## config.mk

```make
export PLATFORM = sky130hd
export DESIGN_NAME = ifu_fetch
export DESIGN_NICKNAME = d
export VERILOG_FILES = /design/src/rtl/ifu_fetch_pkg.sv /design/src/rtl/ifu_fetch_fifo.sv /design/src/rtl/ifu_fetch.sv
export SDC_FILE = /design/constraint.sdc
export NUM_CORES = 1
export LEC_CHECK = 0
export ABC_AREA = 1
export CORE_MARGIN = 3
export CORE_UTILIZATION = 25
export CTS_CLUSTER_DIAMETER = 50
export DETAILED_ROUTE_END_ITERATION = 8
export GPL_TIMING_DRIVEN = 0
export PLACE_DENSITY = 0.48
export SKIP_CTS_REPAIR_TIMING = 1
export SYNTH_ARGS = -nofsm -noshare
export SYNTH_HDL_FRONTEND = slang
export SYNTH_SLANG_ARGS = --single-unit
```

## constraint.sdc

```tcl
create_clock -name clk -period 7.75 [get_ports clk]
set_input_delay 1.55 -clock clk [delete_from_list [all_inputs] [get_ports clk]]
set_output_delay 1.55 -clock clk [all_outputs]
set_load 0.01 [all_outputs]
```

## src/rtl/ifu_fetch_pkg.sv

```systemverilog
// Shared widths, reset PC and fetch-tracking state for the instruction-fetch stage.
// ITCM geometry mirrors the legacy ITCM_RAM_* macros so existing instantiations keep their port widths.
package ifu_fetch_pkg;

   localparam int unsigned ITCM_RAM_AW = 16;
   localparam int unsigned ITCM_RAM_DW = 32;
   localparam int unsigned ITCM_RAM_MW = ITCM_RAM_DW / 8;
   localparam int unsigned INSTR_W     = 32;

   localparam logic [31:0] RESET_PC_DEFAULT = 32'h0000_0000;

   // Tracks the single outstanding ITCM read; KILL means its data must be discarded.
   typedef enum logic [1:0] {
      FETCH_IDLE = 2'd0,
      FETCH_WAIT = 2'd1,
      FETCH_KILL = 2'd2
   } fetch_state_e;

endpackage

```

## src/rtl/ifu_fetch_fifo.sv

```systemverilog
// Two-entry synchronous FIFO holding {pc, instr} pairs between the ITCM and decode.
// Flush wins over push/pop in the same cycle.
module ifu_fetch_fifo #(
   parameter int unsigned W = 64
) (
   input  logic         clk,
   input  logic         rst,
   input  logic         push,
   input  logic         pop,
   input  logic         flush,
   input  logic [W-1:0] din,
   output logic [W-1:0] dout,
   output logic [1:0]   count
);

   logic [W-1:0] mem [2];
   logic         rd_ptr;
   logic         wr_ptr;
   logic         do_push;
   logic         do_pop;

   always_comb begin
      do_pop  = pop & (count != 2'd0);
      do_push = push & ((count != 2'd2) | do_pop);
   end

   always_ff @(posedge clk or posedge rst) begin
      if (rst) begin
         mem[0] <= '0;
         mem[1] <= '0;
         rd_ptr <= 1'b0;
         wr_ptr <= 1'b0;
         count  <= '0;
      end else if (flush) begin
         rd_ptr <= 1'b0;
         wr_ptr <= 1'b0;
         count  <= '0;
      end else begin
         if (do_push) begin
            mem[wr_ptr] <= din;
            wr_ptr      <= ~wr_ptr;
         end
         if (do_pop) begin
            rd_ptr <= ~rd_ptr;
         end
         count <= count + {1'b0, do_push} - {1'b0, do_pop};
      end
   end

   assign dout = mem[rd_ptr];

endmodule

```

## src/rtl/ifu_fetch.sv

```systemverilog
// Instruction-fetch stage: owns the PC, issues word reads to the ITCM, and buffers
// returned instructions with their PC for decode. Handles redirects and fetch halt.
module ifu_fetch
   import ifu_fetch_pkg::*;
#(
   parameter int unsigned     PC_W     = 32,
   parameter logic [PC_W-1:0] RESET_PC = PC_W'(RESET_PC_DEFAULT)
) (
   input  logic                   clk,
   input  logic                   rst,
   input  logic                   fetch_halt,
   input  logic                   redirect_valid,
   input  logic [PC_W-1:0]        redirect_pc,
   output logic                   ifu2itcm_cmd_valid,
   input  logic                   ifu2itcm_cmd_ready,
   output logic                   ifu2itcm_cmd_read,
   output logic [ITCM_RAM_AW-1:0] ifu2itcm_cmd_addr,
   output logic [ITCM_RAM_MW-1:0] ifu2itcm_cmd_wmask,
   output logic [ITCM_RAM_DW-1:0] ifu2itcm_cmd_wdata,
   input  logic                   ifu2itcm_rsp_valid,
   output logic                   ifu2itcm_rsp_ready,
   input  logic [ITCM_RAM_DW-1:0] ifu2itcm_rsp_rdata,
   output logic                   if2id_valid,
   input  logic                   if2id_ready,
   output logic [ITCM_RAM_DW-1:0] if2id_instr,
   output logic [PC_W-1:0]        if2id_pc
);

   localparam int unsigned     ENTRY_W  = PC_W + ITCM_RAM_DW;
   localparam logic [PC_W-1:0] ALIGN_MK = ~PC_W'(3);

   fetch_state_e       state;
   logic [PC_W-1:0]    pc;
   logic [PC_W-1:0]    inflight_pc;
   logic [PC_W-1:0]    redirect_tgt;
   logic [1:0]         count;
   logic               cmd_fire;
   logic               rsp_zero;
   logic               push;
   logic               pop;
   logic [PC_W-1:0]    push_pc;
   logic [ENTRY_W-1:0] push_entry;
   logic [ENTRY_W-1:0] head;

   // Issue never looks at rsp_valid: the ITCM may answer combinationally in the same cycle.
   assign ifu2itcm_cmd_valid = ~rst & ~fetch_halt & ~redirect_valid
                             & (state == FETCH_IDLE) & (count != 2'd2);
   assign ifu2itcm_cmd_read  = 1'b1;
   assign ifu2itcm_cmd_addr  = pc[ITCM_RAM_AW+1:2];
   assign ifu2itcm_cmd_wmask = '0;
   assign ifu2itcm_cmd_wdata = '0;
   assign ifu2itcm_rsp_ready = 1'b1;

   always_comb begin
      redirect_tgt = redirect_pc & ALIGN_MK;
      cmd_fire     = ifu2itcm_cmd_valid & ifu2itcm_cmd_ready;
      rsp_zero     = cmd_fire & ifu2itcm_rsp_valid;
      push         = ~redirect_valid & ifu2itcm_rsp_valid
                   & (rsp_zero | (state == FETCH_WAIT));
      push_pc      = rsp_zero ? pc : inflight_pc;
      push_entry   = {push_pc, ifu2itcm_rsp_rdata};
      pop          = if2id_valid & if2id_ready & ~redirect_valid;
   end

   always_ff @(posedge clk or posedge rst) begin
      if (rst) begin
         pc          <= RESET_PC & ALIGN_MK;
         inflight_pc <= '0;
         state       <= FETCH_IDLE;
      end else begin
         if (redirect_valid) begin
            pc <= redirect_tgt;
         end else if (cmd_fire) begin
            pc <= pc + PC_W'(4);
         end
         case (state)
            FETCH_IDLE: begin
               if (cmd_fire & ~ifu2itcm_rsp_valid) begin
                  state       <= FETCH_WAIT;
                  inflight_pc <= pc;
               end
            end
            FETCH_WAIT: begin
               if (ifu2itcm_rsp_valid) begin
                  state <= FETCH_IDLE;
               end else if (redirect_valid) begin
                  state <= FETCH_KILL;
               end
            end
            FETCH_KILL: begin
               if (ifu2itcm_rsp_valid) begin
                  state <= FETCH_IDLE;
               end
            end
            default: state <= FETCH_IDLE;
         endcase
      end
   end

   ifu_fetch_fifo #(.W(ENTRY_W)) u_fifo (
      .clk   (clk),
      .rst   (rst),
      .push  (push),
      .pop   (pop),
      .flush (redirect_valid),
      .din   (push_entry),
      .dout  (head),
      .count (count)
   );

   assign if2id_valid = (count != 2'd0);
   assign if2id_pc    = head[ENTRY_W-1 -: PC_W];
   assign if2id_instr = head[ITCM_RAM_DW-1:0];

endmodule

```

==> PnR_summary.wiki <==
{| class="wikitable"
! Metric !! Value
|-
| Clk Latency, worst-skew pair || 440 ps
|-
| Clock Sink Count || between 150 and 200
|-
| Leakage power of the design || approximately 6.8 nW
|-
| Overall power || ~0.0027 W
|-
| Switching Fraction || between 30% and 40%
|-
| Chip Width || 208.8 µm
|-
| Delay-heaviest family, CP || buffers and inverters
|-
| Htree depth || 4
|-
| Simple-gate share of the synthesized area || between 30 and 40%
|-
| Total number of vias || 9591
|-
| CTS tree || yes
|-
| Unrepaired setup endpoints after global routing || false
|-
| Maximum operating frequency || approximately 0.20 GHz
|-
| Vias in the first global route || roughly 9400
|-
| Root buffer cell || clkbuf_16
|-
| Endpoints failing hold || 0
|-
| Worst path cell trace || clkdlybuf4s50_1 > nor2_1 > nand2_2 > nor2_8 > buf_2 > clkdlybuf4s50_1
|-
| Detailed-routing iteration count for the pre-antenna-repair pass || 5
|-
| Synthesized flop and latch total || 190
|-
| Sequential Power Share || roughly 44%
|-
| Number of inserted filler cells in the final layout || approximately 4400
|-
| Portion of netlist area occupied by mux cells || 0%
|-
| Biggest fanout along the worst timing path || 10
|-
| Top-area cell type share of the netlist area || 46.23%
|-
| Die footprint || around 0.044 mm²
|-
| Worst setup skew after layout || approximately 13 ps
|-
| I/O Pins || between 150 and 200
|-
| Max cap viols || 0
|-
| Synthesized area || roughly 0.01 mm²
|-
| Critical Path End Type || output pin
|-
| Pin count of the biggest net entering global routing || 97
|-
| Run status || complete, no violations
|-
| Number of distinct standard cells referenced by the synthesized netlist || 30
|-
| Main combinational cell family by area after synthesis || simple AND/OR/NAND/NOR gates
|-
| Cell-internal power || about 0.0019 W
|-
| Fraction of synthesis flops using an asynchronous set or reset pin || 100.0%
|-
| Antenna violations before repair || 2
|-
| Estimated wirelength of the detail-placed design || roughly 25000 µm
|-
| Post-detailed-route via-to-cell ratio || around 4.4
|-
| Slowest cell on crit path || clkdlybuf4s50_1
|-
| Synthesized instance count || around 1400
|-
| Global-route congestion overflow total || 0
|-
| CTS clk-pin slew, worst paths || ~70 ps
|-
| Kind of path behind the tightest hold check || flip-flop to flip-flop
|-
| Number of buffers created by CTS || 17
|-
| Number of antenna repair diodes || 0
|-
| Crit path time final || between 4000 and 5000 ps
|-
| Area contributors post-synth || dfrtp_1, nand2_1, nand4_1
|-
| Synth Area in Adders || less than 1%
|-
| Die height || between 200 and 250 µm
|-
| Number of nets at the end of the flow || between 1500 and 2000
|-
| Final-report max-slew violation count || 0
|-
| Total detailed-routing wirelength || around 34000 µm
|-
| Synthesis-to-finish area growth || 27.67%
|-
| DP Cell Count || between 2000 and 2500
|-
| CP Launch Type || primary input
|-
| Required time of the worst setup path || 6200 ps
|-
| Antenna Nets Post-Route || 0
|-
| Share of the clock period used by the worst path after layout || between 60 and 70%
|-
| Number of rows in the core area || 73
|-
| XOR/XNOR Fraction of Synth Area || less than 1%
|-
| Maximum clock path buffer count || 2
|-
| Core Footprint || ~0.040 mm²
|-
| Final setup violating endpoints || 0
|-
| Relative contribution of combinational cells to total power || roughly a quarter
|-
| First-pass GRT wire length || 53860 µm
|-
| Avg Inst Size Synth || between 7 and 8 µm²
|-
| Reported net switching power || a little under 0.0009 W
|-
| Most used standard cell by instance count after synthesis || nand2_1
|-
| Clock network fraction of design power || a little under a third
|-
| Number of remaining DRC errors || 0
|-
| Worst Max-Slew Pin Slew || around 700 ps
|-
| Most area-hungry cell type in the Yosys netlist || dfrtp_1
|-
| Setup CP Type || primary input to output pin
|-
| DRC marker count from the first detailed-route iteration || around 800
|-
| Count of placed standard cells in the final layout, fillers left out || 2162
|-
| Sequential Area || around 0.0048 mm²
|-
| Area of combinational cells with multiple inputs || around 0.0046 mm²
|-
| Total routing resource utilization after global routing || between 10% and 20%
|-
| Number of synthesized flops with an enable pin || 0
|-
| Initial core utilization || between 20% and 30%
|-
| Predominant post-synthesis flop cell || dfrtp_1
|-
| Delay of the slowest cell on the worst path || 580 ps
|-
| Worst voltage drop across the vdd grid || roughly 0.00014 V
|-
| Relative slew slack || a little over half
|-
| Gpl congestion || around 0.9
|-
| Fraction of layout cells with a size suffix above 1 || a little under a tenth
|-
| Post-DR wirelength/cell || between 15 and 20 µm
|-
| Crit-path most repeated cell || clkdlybuf4s50_1
|-
| Post-synthesis sequential area ratio || roughly 46%
|-
| CP Data Arrival Time || about 3400 ps
|-
| Most used standard cells in the synthesized netlist || nand2_1, dfrtp_1, nand3_1
|-
| Power density of the placed cells || approximately 210 mW/mm²
|-
| CP bufs+invs || 3
|-
| Count of buffers inserted at the top-level ports || around 150
|-
| Synthesized-area fraction occupied by ao, oa, aoi and oai cells || 2.835%
|-
| Total of warnings raised by yosys || 0
|}
[sequential cells by signal, summed over array words and instances, names as in the netlist]
name,count
u_fifo.count,2
state,2
u_fifo.rd_ptr,1
u_fifo.mem,124
u_fifo.wr_ptr,1
inflight_pc,30
pc,30
[kinds of logic (layout without fill, tap and decap cells)]
| family | Yosys count | after routing |
|---|---|---|
| adder cells (fa/ha/maj) | 3 | 3 |
| AND/OR/NAND/NOR | 968 | 968 |
| buffers and inverters | 200 | 378 |
| XOR/XNOR | 7 | 7 |
| other | 2 | 40 |
| flip-flops | 190 | 190 |
| AO/OA/AOI/OAI | 51 | 51 |
[cells in the final DEF (no fill, tap or decap), types with 4 or more instances in the layout]
cell             instances
nand2_1                700
dfrtp_1                190
clkdlybuf4s50_1        146
nand3_1                106
nand4_1                 97
buf_4                   57
nor2_1                  51
inv_1                   51
conb_1                  40
clkbuf_1                38
buf_2                   36
o21ai_0                 27
clkbuf_16               17
o21ai_1                 10
o211ai_1                 8
buf_6                    6
buf_1                    6
xor2_1                   5
inv_2                    5
nand2_2                  4
inv_6                    4
[worst paths after layout]
path / end / slack [ps] / from / cells after the start
hold / removal: u_fifo.mem[64]$_DFFE_PP0P_ / 470 / u_fifo.mem[64]$_DFFE_PP0P_ / 2
min in group asynchronous: u_fifo.mem[40]$_DFFE_PP0P_ / 1640 / rst / 2
max in group asynchronous: u_fifo.mem[94]$_DFFE_PP0P_ / 5160 / rst / 3
setup reg to reg: u_fifo.count[1]$_DFF_PP0_ / 5730 / state[0]$_DFFE_PP0P_ / 9
setup / recovery: ifu2itcm_cmd_valid / 2760 / rst / 6
hold reg to reg: u_fifo.mem[64]$_DFFE_PP0P_ / 470 / u_fifo.mem[64]$_DFFE_PP0P_ / 2
[per-stage QoR]
stage               hold slack [ps]  area, µm²  utilization, %  setup slack (ps)  setup TNS (ps)
finish                        470.6      13130           32.67              2760               0
floorplan                     441.7      10430               -              1030               0
detailed placement            458.1      12580           31.30              2688               0
global placement              453.2      12540           31.21             -2115         -397220
CTS                           477.1      13130           32.67              2688               0
global route                  496.4      13130           32.67              2623               0
[worst register-to-register path: cells and delay by family, from the launching register on]
kind,cells,cell delay [ps]
AND/OR/NAND/NOR,5,610
flip-flops,1,410
buffers and inverters,1,280
AO/OA/AOI/OAI,1,250
adder cells (fa/ha/maj),1,200
XOR/XNOR,1,140
[layout make-up]
type / count / area share (%)
Buffer: 142 / 6.376
Clock buffer: 19 / 3.374
Clock inverter: 12 / 0.8101
Inverter: 58 / 1.734
Multi-Input combinational cell: 1069 / 35.15
Sequential cell: 190 / 36.21
Tap cell: 525 / 5.003
Timing Repair Buffer: 147 / 11.34
[power groups by stage]
stage               sequential [W]  clock [W]  combinational, W
finish                     0.00121   0.000850          0.000669
global route               0.00123   0.000917          0.000751
CTS                        0.00121   0.000877          0.000680
detailed placement         0.00123          0          0.000676
global placement           0.00123          0          0.000670
floorplan                  0.00120          0          0.000368
[routing by layer]
layer | track usage (%) | wire length [µm] | share of wire, % | up-vias
li1 | - | - | - | 4850
met1 | 20.99 | 15750 | 46 | 4450
met2 | 25.94 | 16170 | 48 | 251
met3 | 2.387 | 1426 | 4.2 | 38
met4 | 3.788 | 596 | 1.8 | 2
met5 | 0 | 13 | 0.038 | -
No activity file was read; power rests on OpenSTA's default activity.
